File: src/rtl/csi_tx_packetizer.sv
// Two-lane CSI-2 HS packet transmitter: sync, header+ECC, payload, CRC-16 footer, LP gap.
// Outputs are registered from the current state, so hs_data lags the state register by one cycle.
module csi_tx_packetizer #(
  parameter int HS_PREP = 4,
  parameter int LP_GAP  = 16
) (
  input  logic        word_clk,
  input  logic        reset,
  input  logic        cmd_valid,
  output logic        cmd_ready,
  input  logic [1:0]  cmd_vc,
  input  logic [5:0]  cmd_dt,
  input  logic [15:0] cmd_wc,
  input  logic [15:0] pix_data,
  input  logic        pix_valid,
  output logic        pix_ready,
  output logic        hs_en,
  output logic        hs_valid,
  output logic [15:0] hs_data,
  output logic        underrun,
  output logic        busy
);

  typedef enum logic [2:0] {IDLE, PREP, SYNC, HDR0, HDR1, PAYLOAD, CRC, GAP} state_t;

  state_t      state, state_nxt;
  logic [15:0] cnt;
  logic [1:0]  vc_q;
  logic [5:0]  dt_q;
  logic [15:0] wc_q;
  logic [15:0] crc;
  logic        accept, is_long;
  logic [15:0] pay_word, hdr0_word, hdr1_word, words_last;

  function automatic logic [5:0] hdr_ecc(input logic [23:0] d);
    logic [5:0] p;
    p[0] = d[0]^d[1]^d[2]^d[4]^d[5]^d[7]^d[10]^d[11]^d[13]^d[16]^d[20]^d[21]^d[22]^d[23];
    p[1] = d[0]^d[1]^d[3]^d[4]^d[6]^d[8]^d[10]^d[12]^d[14]^d[17]^d[20]^d[21]^d[22]^d[23];
    p[2] = d[0]^d[2]^d[3]^d[5]^d[6]^d[9]^d[11]^d[12]^d[15]^d[18]^d[20]^d[21]^d[22];
    p[3] = d[1]^d[2]^d[3]^d[7]^d[8]^d[9]^d[13]^d[14]^d[15]^d[19]^d[20]^d[21]^d[23];
    p[4] = d[4]^d[5]^d[6]^d[7]^d[8]^d[9]^d[16]^d[17]^d[18]^d[19]^d[20]^d[22]^d[23];
    p[5] = d[10]^d[11]^d[12]^d[13]^d[14]^d[15]^d[16]^d[17]^d[18]^d[19]^d[21]^d[22]^d[23];
    return p;
  endfunction

  // Reflected CRC-16 (poly 0x1021 bit-reversed = 0x8408), one byte LSB-first.
  function automatic logic [15:0] crc16_byte(input logic [15:0] c, input logic [7:0] b);
    logic [15:0] r;
    r = c ^ {8'h00, b};
    for (int i = 0; i < 8; i++) begin
      r = r[0] ? ((r >> 1) ^ 16'h8408) : (r >> 1);
    end
    return r;
  endfunction

  assign cmd_ready  = (state == IDLE);
  assign pix_ready  = (state == PAYLOAD);
  assign busy       = (state != IDLE);
  assign accept     = cmd_valid && cmd_ready;
  assign is_long    = (dt_q >= 6'h10);
  assign pay_word   = pix_valid ? pix_data : 16'h0000;
  assign hdr0_word  = {wc_q[7:0], vc_q, dt_q};
  assign hdr1_word  = {2'b00, hdr_ecc({wc_q, vc_q, dt_q}), wc_q[15:8]};
  assign words_last = {1'b0, wc_q[15:1]} - 16'd1;

  always_comb begin
    state_nxt = state;
    unique case (state)
      IDLE:    if (accept) state_nxt = (HS_PREP > 1) ? PREP : SYNC;
      PREP:    if (cnt == 16'(HS_PREP - 2)) state_nxt = SYNC;
      SYNC:    state_nxt = HDR0;
      HDR0:    state_nxt = HDR1;
      HDR1: begin
        if (!is_long)            state_nxt = GAP;
        else if (wc_q == 16'd0)  state_nxt = CRC;
        else                     state_nxt = PAYLOAD;
      end
      PAYLOAD: if (cnt == words_last) state_nxt = CRC;
      CRC:     state_nxt = GAP;
      // One GAP cycle overlaps the last HS output word, hence LP_GAP+1 cycles here.
      GAP:     if (cnt == 16'(LP_GAP)) state_nxt = IDLE;
      default: state_nxt = IDLE;
    endcase
  end

  always_ff @(posedge word_clk) begin
    if (reset) begin
      state <= IDLE;
      cnt   <= 16'd0;
    end else begin
      state <= state_nxt;
      cnt   <= (state_nxt != state) ? 16'd0 : cnt + 16'd1;
    end
  end

  always_ff @(posedge word_clk) begin
    if (reset) begin
      vc_q <= 2'd0;
      dt_q <= 6'd0;
      wc_q <= 16'd0;
      crc  <= 16'hFFFF;
    end else begin
      if (accept) begin
        vc_q <= cmd_vc;
        dt_q <= cmd_dt;
        wc_q <= (cmd_dt >= 6'h10) ? {cmd_wc[15:1], 1'b0} : cmd_wc;
      end
      if (state == HDR1)
        crc <= 16'hFFFF;
      else if (state == PAYLOAD)
        crc <= crc16_byte(crc16_byte(crc, pay_word[7:0]), pay_word[15:8]);
    end
  end

  always_ff @(posedge word_clk) begin
    if (reset) begin
      hs_en    <= 1'b0;
      hs_valid <= 1'b0;
      hs_data  <= 16'h0000;
      underrun <= 1'b0;
    end else begin
      hs_en    <= 1'b0;
      hs_valid <= 1'b0;
      hs_data  <= 16'h0000;
      underrun <= 1'b0;
      unique case (state)
        IDLE: hs_en <= accept;
        PREP: hs_en <= 1'b1;
        SYNC: begin hs_en <= 1'b1; hs_valid <= 1'b1; hs_data <= 16'hB8B8;   end
        HDR0: begin hs_en <= 1'b1; hs_valid <= 1'b1; hs_data <= hdr0_word; end
        HDR1: begin hs_en <= 1'b1; hs_valid <= 1'b1; hs_data <= hdr1_word; end
        PAYLOAD: begin
          hs_en    <= 1'b1;
          hs_valid <= 1'b1;
          hs_data  <= pay_word;
          underrun <= !pix_valid;
        end
        CRC:  begin hs_en <= 1'b1; hs_valid <= 1'b1; hs_data <= crc; end
        default: ;
      endcase
    end
  end

endmodule
File: config.mk
export PLATFORM = sky130hd
export DESIGN_NAME = csi_tx_packetizer
export DESIGN_NICKNAME = d
export VERILOG_FILES = /design/src/rtl/csi_tx_packetizer.sv
export SDC_FILE = /design/constraint.sdc
export NUM_CORES = 1
export LEC_CHECK = 0
export CORE_AREA = 2 2 116 118
export CTS_CLUSTER_SIZE = 25
export DETAILED_ROUTE_END_ITERATION = 8
export DIE_AREA = 0 0 118 120
export PLACE_DENSITY = 0.69
export SLEW_MARGIN = 10
export SYNTH_ARGS = -nofsm -noshare
export SYNTH_HDL_FRONTEND = slang
export SYNTH_SLANG_ARGS = --single-unit
File: constraint.sdc
create_clock -name word_clk -period 3.4 [get_ports word_clk]
set_input_delay 0.85 -clock word_clk [delete_from_list [all_inputs] [get_ports word_clk]]
set_output_delay 0.85 -clock word_clk [all_outputs]
set_load 0.01 [all_outputs]
==> results.toml, run 1 <==
[status]
outcome = "finished clean"

[final_layout]
drive_gt1_share_pct = 7.057
final_cell_mix = "xnor2_1 (99), nand2_1 (78), dfxtp_1 (78)"
num_antenna_cells = 0
layout_commonest_cell = "xnor2_1"
layout.nets = 711
multi_input_area_um2 = 3173
fillers = 1281
register_area_um2 = 1562
final_area_um2 = 6060
area_growth_pct = 20.68
final_util_pct = 46.68

[die]
initial_core_util_pct = 38.68
die_h_um = 120
io_pins = 66
die_w_um = 118
rows = 42
core_um2 = 12980
die-area_um2 = 14160

[route]
via_per_inst = 5.340
wirelength_um = 14390
drtIter0Drc = 371
dr.pass1.iters = 7
ant_nets = 0
post_drt_wl_per_cell_um = 17.09
vias = 4496
drc = 0

[synthesis]
synth-seq-area-share_pct = 31.10
syn_nets = 668
syn_area_per_cell_um2 = 8.125
yosys.area.top_type = "dfxtp_1"
synthTopCellsByArea = "dfxtp_1 (31%), xnor2_1 (17%), xor2_1 (6.6%)"
synth_edf_count = 0
yosysUniqueCellTypes = 62
syn_inst = 618
synth_xor_area_share_pct = 23.90
synth.area.mux_share_pct = 1.072
synth_adder_area_share_pct = 1.495
synth_compound_area_share_pct = 15.97
synth_flop_cell = "dfxtp_1"
yosysTopAreaCellShare_pct = 31.10
synth_top_family_by_area = "XOR/XNOR gates"
netlist_area_um2 = 5021
synthSimpleGateAreaFrac_pct = 20.76
yosys_warnings = 0
ys_ff_latch = 78
async_flop_share_pct = 0

[setup_path]
critPathMaxStageDelay_ns = 0.54
cp_slowest_cell = "or4b_4"
cp-endpoint = "cnt[6]$_SDFF_PP0_"
cp.required_ns = 3.62
reg2reg_slack_ns = 0.45
cp_cell_sequence = "inv_1 > ha_1 > or4b_4 > nor3_2 > nand3_1 > a2111oi_4 > o2111ai_2 > a2bb2oi_4 > nor2_1"
crit_path_start_kind = "flop"
cp.arrival_ns = 3.16
cpLargestDelayFamily = "compound AO/OA/AOI/OAI gates"
crit_path_end_kind = "flop"
reg2reg_depth = 9
critPathKind = "flop to flop"
worst-path-buf-inv = 1
r2r-end = "cnt[6]$_SDFF_PP0_"
crit_start = "wc_q[2]$_SDFFE_PP0P_"
critPathMaxFanout = 16
reg2reg_from = "wc_q[2]$_SDFFE_PP0P_"
worst-path-stages = 9

[hold_path]
hold_class = "flop to flop"

[timing]
worst_pin_slew_ns = 0.8241
fmax_ghz = 0.3395
finalCriticalPeriod_ns = 2.945
setup_viol = 0
slew_viol_final = 0
hold_violations = 0
rsz0062_at_grt = "no"
setup_slack_ns = 0.4546
relSlewSlack_pct = 44.93
whs_ns = 0.5156
fin_crit_sh_pct = 86.63
fin_setup_tns_ns = 0
clock_skew_ns = 0.01006

[clock_tree]
cts_tree = "done"
clock-sinks = 78
ctsHoldBuffers = 0
ctsResizeCount = 0
clock-root-buffer = "clkbuf_16"
cts.clk_slew.worst_paths_ns = 0.06
numCtsBuffers = 9
clk_path_buf_depth = 2
cts_max_level = 3
clock_latency_ns = 0.35
postCtsSetupBuffers = 0

[grt]
antenna_found_initial = 0
grt_pass1_vias = 4402
grt_max_degree = 31
grt-ovfl-total = 0
track_usage_pct = 20.61
grt_pass1_wl_um = 23060

[power]
power.density_nw_per_um2 = 432.9
seq_power_share_pct = 37.9
switching_share_pct = 32.07
intPower_mw = 1.782
p_sw_mw = 0.8413
max-vdd-ir-drop_mv = 0.2294
leakage_nw = 2.080
p_clk_share_pct = 36.0
pwr-share-comb_pct = 26.1

[place]
place_area_um2 = 5769
gp_congestion = 0.9342
hpwlAfterDp_um = 10910
pre_cts_ws_ns = 0.3730
io_buffers = 65

[job]
max-cap-violations = 0
-- synth_stat cells (6+ instances only) --
| cell type | instances |
|---|---|
| xnor2_1 | 99 |
| dfxtp_1 | 78 |
| nand2_1 | 78 |
| nor2_1 | 56 |
| a21oi_1 | 43 |
| xor2_1 | 38 |
| clkbuf_1 | 34 |
| inv_1 | 19 |
| nor3_1 | 18 |
| nand3_1 | 12 |
| nand2b_1 | 11 |
| o21ai_0 | 9 |
| o22ai_1 | 9 |
| a222oi_1 | 8 |
| a22o_1 | 6 |
| ha_1 | 6 |
| nor4_1 | 6 |
-- sequential cells by signal (all words and copies together), names as in the netlist --
name      cells
cnt          16
crc          16
dt_q          6
hs_data      16
hs_en         1
hs_valid      1
state         3
underrun      1
vc_q          2
wc_q         16
-- routing by layer --
| metal | global-route usage [%] | up-vias | share of wire [%] |
|---|---|---|---|
| met3 | 4.278 | 38 | 5.6 |
| met1 | 25.18 | 2109 | 43 |
| met2 | 34.34 | 161 | 48 |
| li1 | - | 2188 | - |
| met5 | 0 | - | 0 |
| met4 | 10.54 | 0 | 3.3 |
-- worst min path at each step --
stage / from / endpoint / slack [ns] / cells past startpoint
after detailed placement: cnt[0]$_SDFF_PP0_ / cnt[0]$_SDFF_PP0_ / 0.51 / 1
after global placement: cnt[0]$_SDFF_PP0_ / cnt[0]$_SDFF_PP0_ / 0.50 / 1
after floorplan: dt_q[1]$_SDFFE_PP0P_ / dt_q[1]$_SDFFE_PP0P_ / 0.46 / 2
after CTS: cnt[0]$_SDFF_PP0_ / cnt[0]$_SDFF_PP0_ / 0.52 / 1
final: cnt[0]$_SDFF_PP0_ / cnt[0]$_SDFF_PP0_ / 0.52 / 1
after global routing: dt_q[5]$_SDFFE_PP0P_ / dt_q[5]$_SDFFE_PP0P_ / 0.55 / 2
-- power groups by stage --
stage	logic [mW]	registers (mW)	clock network (mW)
finish	0.684	0.995	0.944
global route	0.741	0.999	0.993
CTS	0.681	0.994	0.956
detailed placement	0.674	1.02	0
global placement	0.666	1.01	0
floorplan	0.536	0.974	0
-- through the flow --
step | std cells | power (mW)
6_report | 842 | 2.623
5_1_grt | 842 | 2.732
4_1_cts | 842 | 2.631
3_5_place_dp | 826 | 1.690
3_3_place_gp | 826 | 1.680
2_1_floorplan | 618 | 1.510
-- layout make-up --
| type | instances | area share, % |
|---|---|---|
| Multi-Input combinational cell | 475 | 52.36 |
| Sequential cell | 78 | 25.77 |
| Timing Repair Buffer | 78 | 12.27 |
| Clock buffer | 9 | 3.717 |
| Tap cell | 176 | 3.634 |
| Inverter | 19 | 1.177 |
| Clock inverter | 7 | 1.074 |
-- cell families after synthesis --
logic type      count (synthesis)
simple gates                  215
xor+xnor                      137
compound gates                112
flops                          78
buf+inv                        65
fa+ha+maj                       6
mux                             5
No activity file was read; power rests on OpenSTA's default activity.
==> run 2, diff against run 1 <==
CTS_BUF_LIST = sky130_fd_sc_hd__clkbuf_4 sky130_fd_sc_hd__clkbuf_8   (was unset)
==> run 2 against run 1 <==
Highest routed layer unchanged. Sequential share of layout area rose by 0.44 points. Sequential power hardly changed. Critical path type unchanged. Register-to-register slack about the same. Clock power decreased by 27%. Die area did not move.
==> results.toml, run 2 (synthesized netlist as in run 1, its figures left out) <==
[setup_path]
reg2reg_slack_ns = 0.46
r2r-end = "cnt[6]$_SDFF_PP0_"
crit_path_end_kind = "flop"
crit_path_start_kind = "flop"
reg2reg_depth = 9
cp.arrival_ns = 3.20
cp.required_ns = 3.66
critPathMaxFanout = 16
critPathKind = "flop to flop"
reg2reg_from = "wc_q[2]$_SDFFE_PP0P_"

[grt]
grt_pass1_wl_um = 23070
grt_max_degree = 31
antenna_found_initial = 0
grt_pass1_vias = 4417
track_usage_pct = 20.65
grt-ovfl-total = 0

[timing]
fin_setup_tns_ns = 0
fin_crit_sh_pct = 86.40
fmax_ghz = 0.3404
rsz0062_at_grt = "no"
setup_viol = 0
whs_ns = 0.5213
clock_skew_ns = 0.01508
relSlewSlack_pct = 45.19
hold_violations = 0
slew_viol_final = 0
finalCriticalPeriod_ns = 2.938
worst_pin_slew_ns = 0.8201

[route]
via_per_inst = 5.368
vias = 4520
drc = 0
wirelength_um = 14370
ant_nets = 0
drtIter0Drc = 327
dr.pass1.iters = 6
post_drt_wl_per_cell_um = 17.06

[clock_tree]
clk_path_buf_depth = 2
clock-sinks = 78
cts.clk_slew.worst_paths_ns = 0.08
postCtsSetupBuffers = 0
numCtsBuffers = 9
cts_max_level = 3
clock_latency_ns = 0.39
ctsHoldBuffers = 0
clock-root-buffer = "clkbuf_8"
ctsResizeCount = 0
cts_tree = "done"

[die]
core_um2 = 12980
initial_core_util_pct = 38.68
die_h_um = 120
rows = 42
die-area_um2 = 14160
die_w_um = 118
io_pins = 66

[place]
hpwlAfterDp_um = 10910
gp_congestion = 0.9342
io_buffers = 65
dp_cells = 826

[hold_path]
hold_start = "cnt[0]$_SDFF_PP0_"
hold_class = "flop to flop"
worstHoldEndpoint = "cnt[0]$_SDFF_PP0_"
holdPathStages = 1

[final_layout]
register_area_um2 = 1562
area_growth_pct = 18.66
layout.nets = 711
final_util_pct = 45.90
final_cell_mix = "xnor2_1 (99), nand2_1 (78), dfxtp_1 (78)"
stdcell_count = 842
fillers = 1295
layout_commonest_cell = "xnor2_1"
multi_input_area_um2 = 3173
drive_gt1_share_pct = 7.057
num_antenna_cells = 0

[power]
total_power_mw = 2.362
leakage_nw = 2.034
power.density_nw_per_um2 = 396.4
max-vdd-ir-drop_mv = 0.1743

[status]
outcome = "finished clean"

[job]
max-cap-violations = 0
[run 2: final cells by class]
| class | instances | area share [%] |
|---|---|---|
| clock buffers | 9 | 2.079 |
| clock inverters | 7 | 1.092 |
| inverters | 19 | 1.197 |
| multi-input cells | 475 | 53.25 |
| flip-flops and latches | 78 | 26.21 |
| well taps | 176 | 3.696 |
| repair buffers | 78 | 12.47 |
[run 2: routing by layer]
| layer | global-route usage (%) | part of all wire, % | routed length (µm) | vias up |
|---|---|---|---|---|
| met5 | 0 | 0 | 0 | - |
| met4 | 10.92 | 3.6 | 522 | 0 |
| met3 | 4.278 | 6.1 | 875 | 40 |
| met2 | 34.56 | 47 | 6815 | 160 |
| met1 | 24.97 | 43 | 6151 | 2137 |
| li1 | - | - | - | 2183 |
[run 2: worst max-delay path by stage]
stage	from	endpoint	depth (start not counted)
floorplan	wc_q[1]$_SDFFE_PP0P_	state[1]$_SDFF_PP0_	10
global placement	pix_data[0]	crc[7]$_SDFFE_PP1P_	7
detailed placement	pix_data[2]	crc[9]$_SDFFE_PP1P_	8
CTS	wc_q[2]$_SDFFE_PP0P_	cnt[1]$_SDFF_PP0_	9
global route	wc_q[2]$_SDFFE_PP0P_	cnt[9]$_SDFF_PP0_	9
finish	wc_q[2]$_SDFFE_PP0P_	cnt[6]$_SDFF_PP0_	9
[run 2: where the power goes]
group	leakage (nW)	switching (mW)	internal (mW)	total [mW]
clock	0.0943	0.403	0.282	0.685
sequential	0.633	0.0572	0.937	0.995
combinational	1.31	0.351	0.331	0.683
total	2.03	0.811	1.55	2.36
[run 2: worst max-delay path: stages (launching register included)]
cell       delay, ns
dfxtp_1         0.37
inv_1           0.13
ha_1            0.26
or4b_4          0.54
nor3_2          0.16
nand3_1         0.14
a2111oi_4       0.40
o2111ai_2       0.29
a2bb2oi_4       0.43
nor2_1          0.09
[run 2: stage by stage]
| step | worst slack [ns] | area (µm²) |
|---|---|---|
| floorplan | 0.7921 | 5021 |
| global placement | 0.3039 | 5769 |
| detailed placement | 0.3730 | 5769 |
| CTS | 0.4548 | 5958 |
| global route | 0.2357 | 5958 |
| finish | 0.4624 | 5958 |
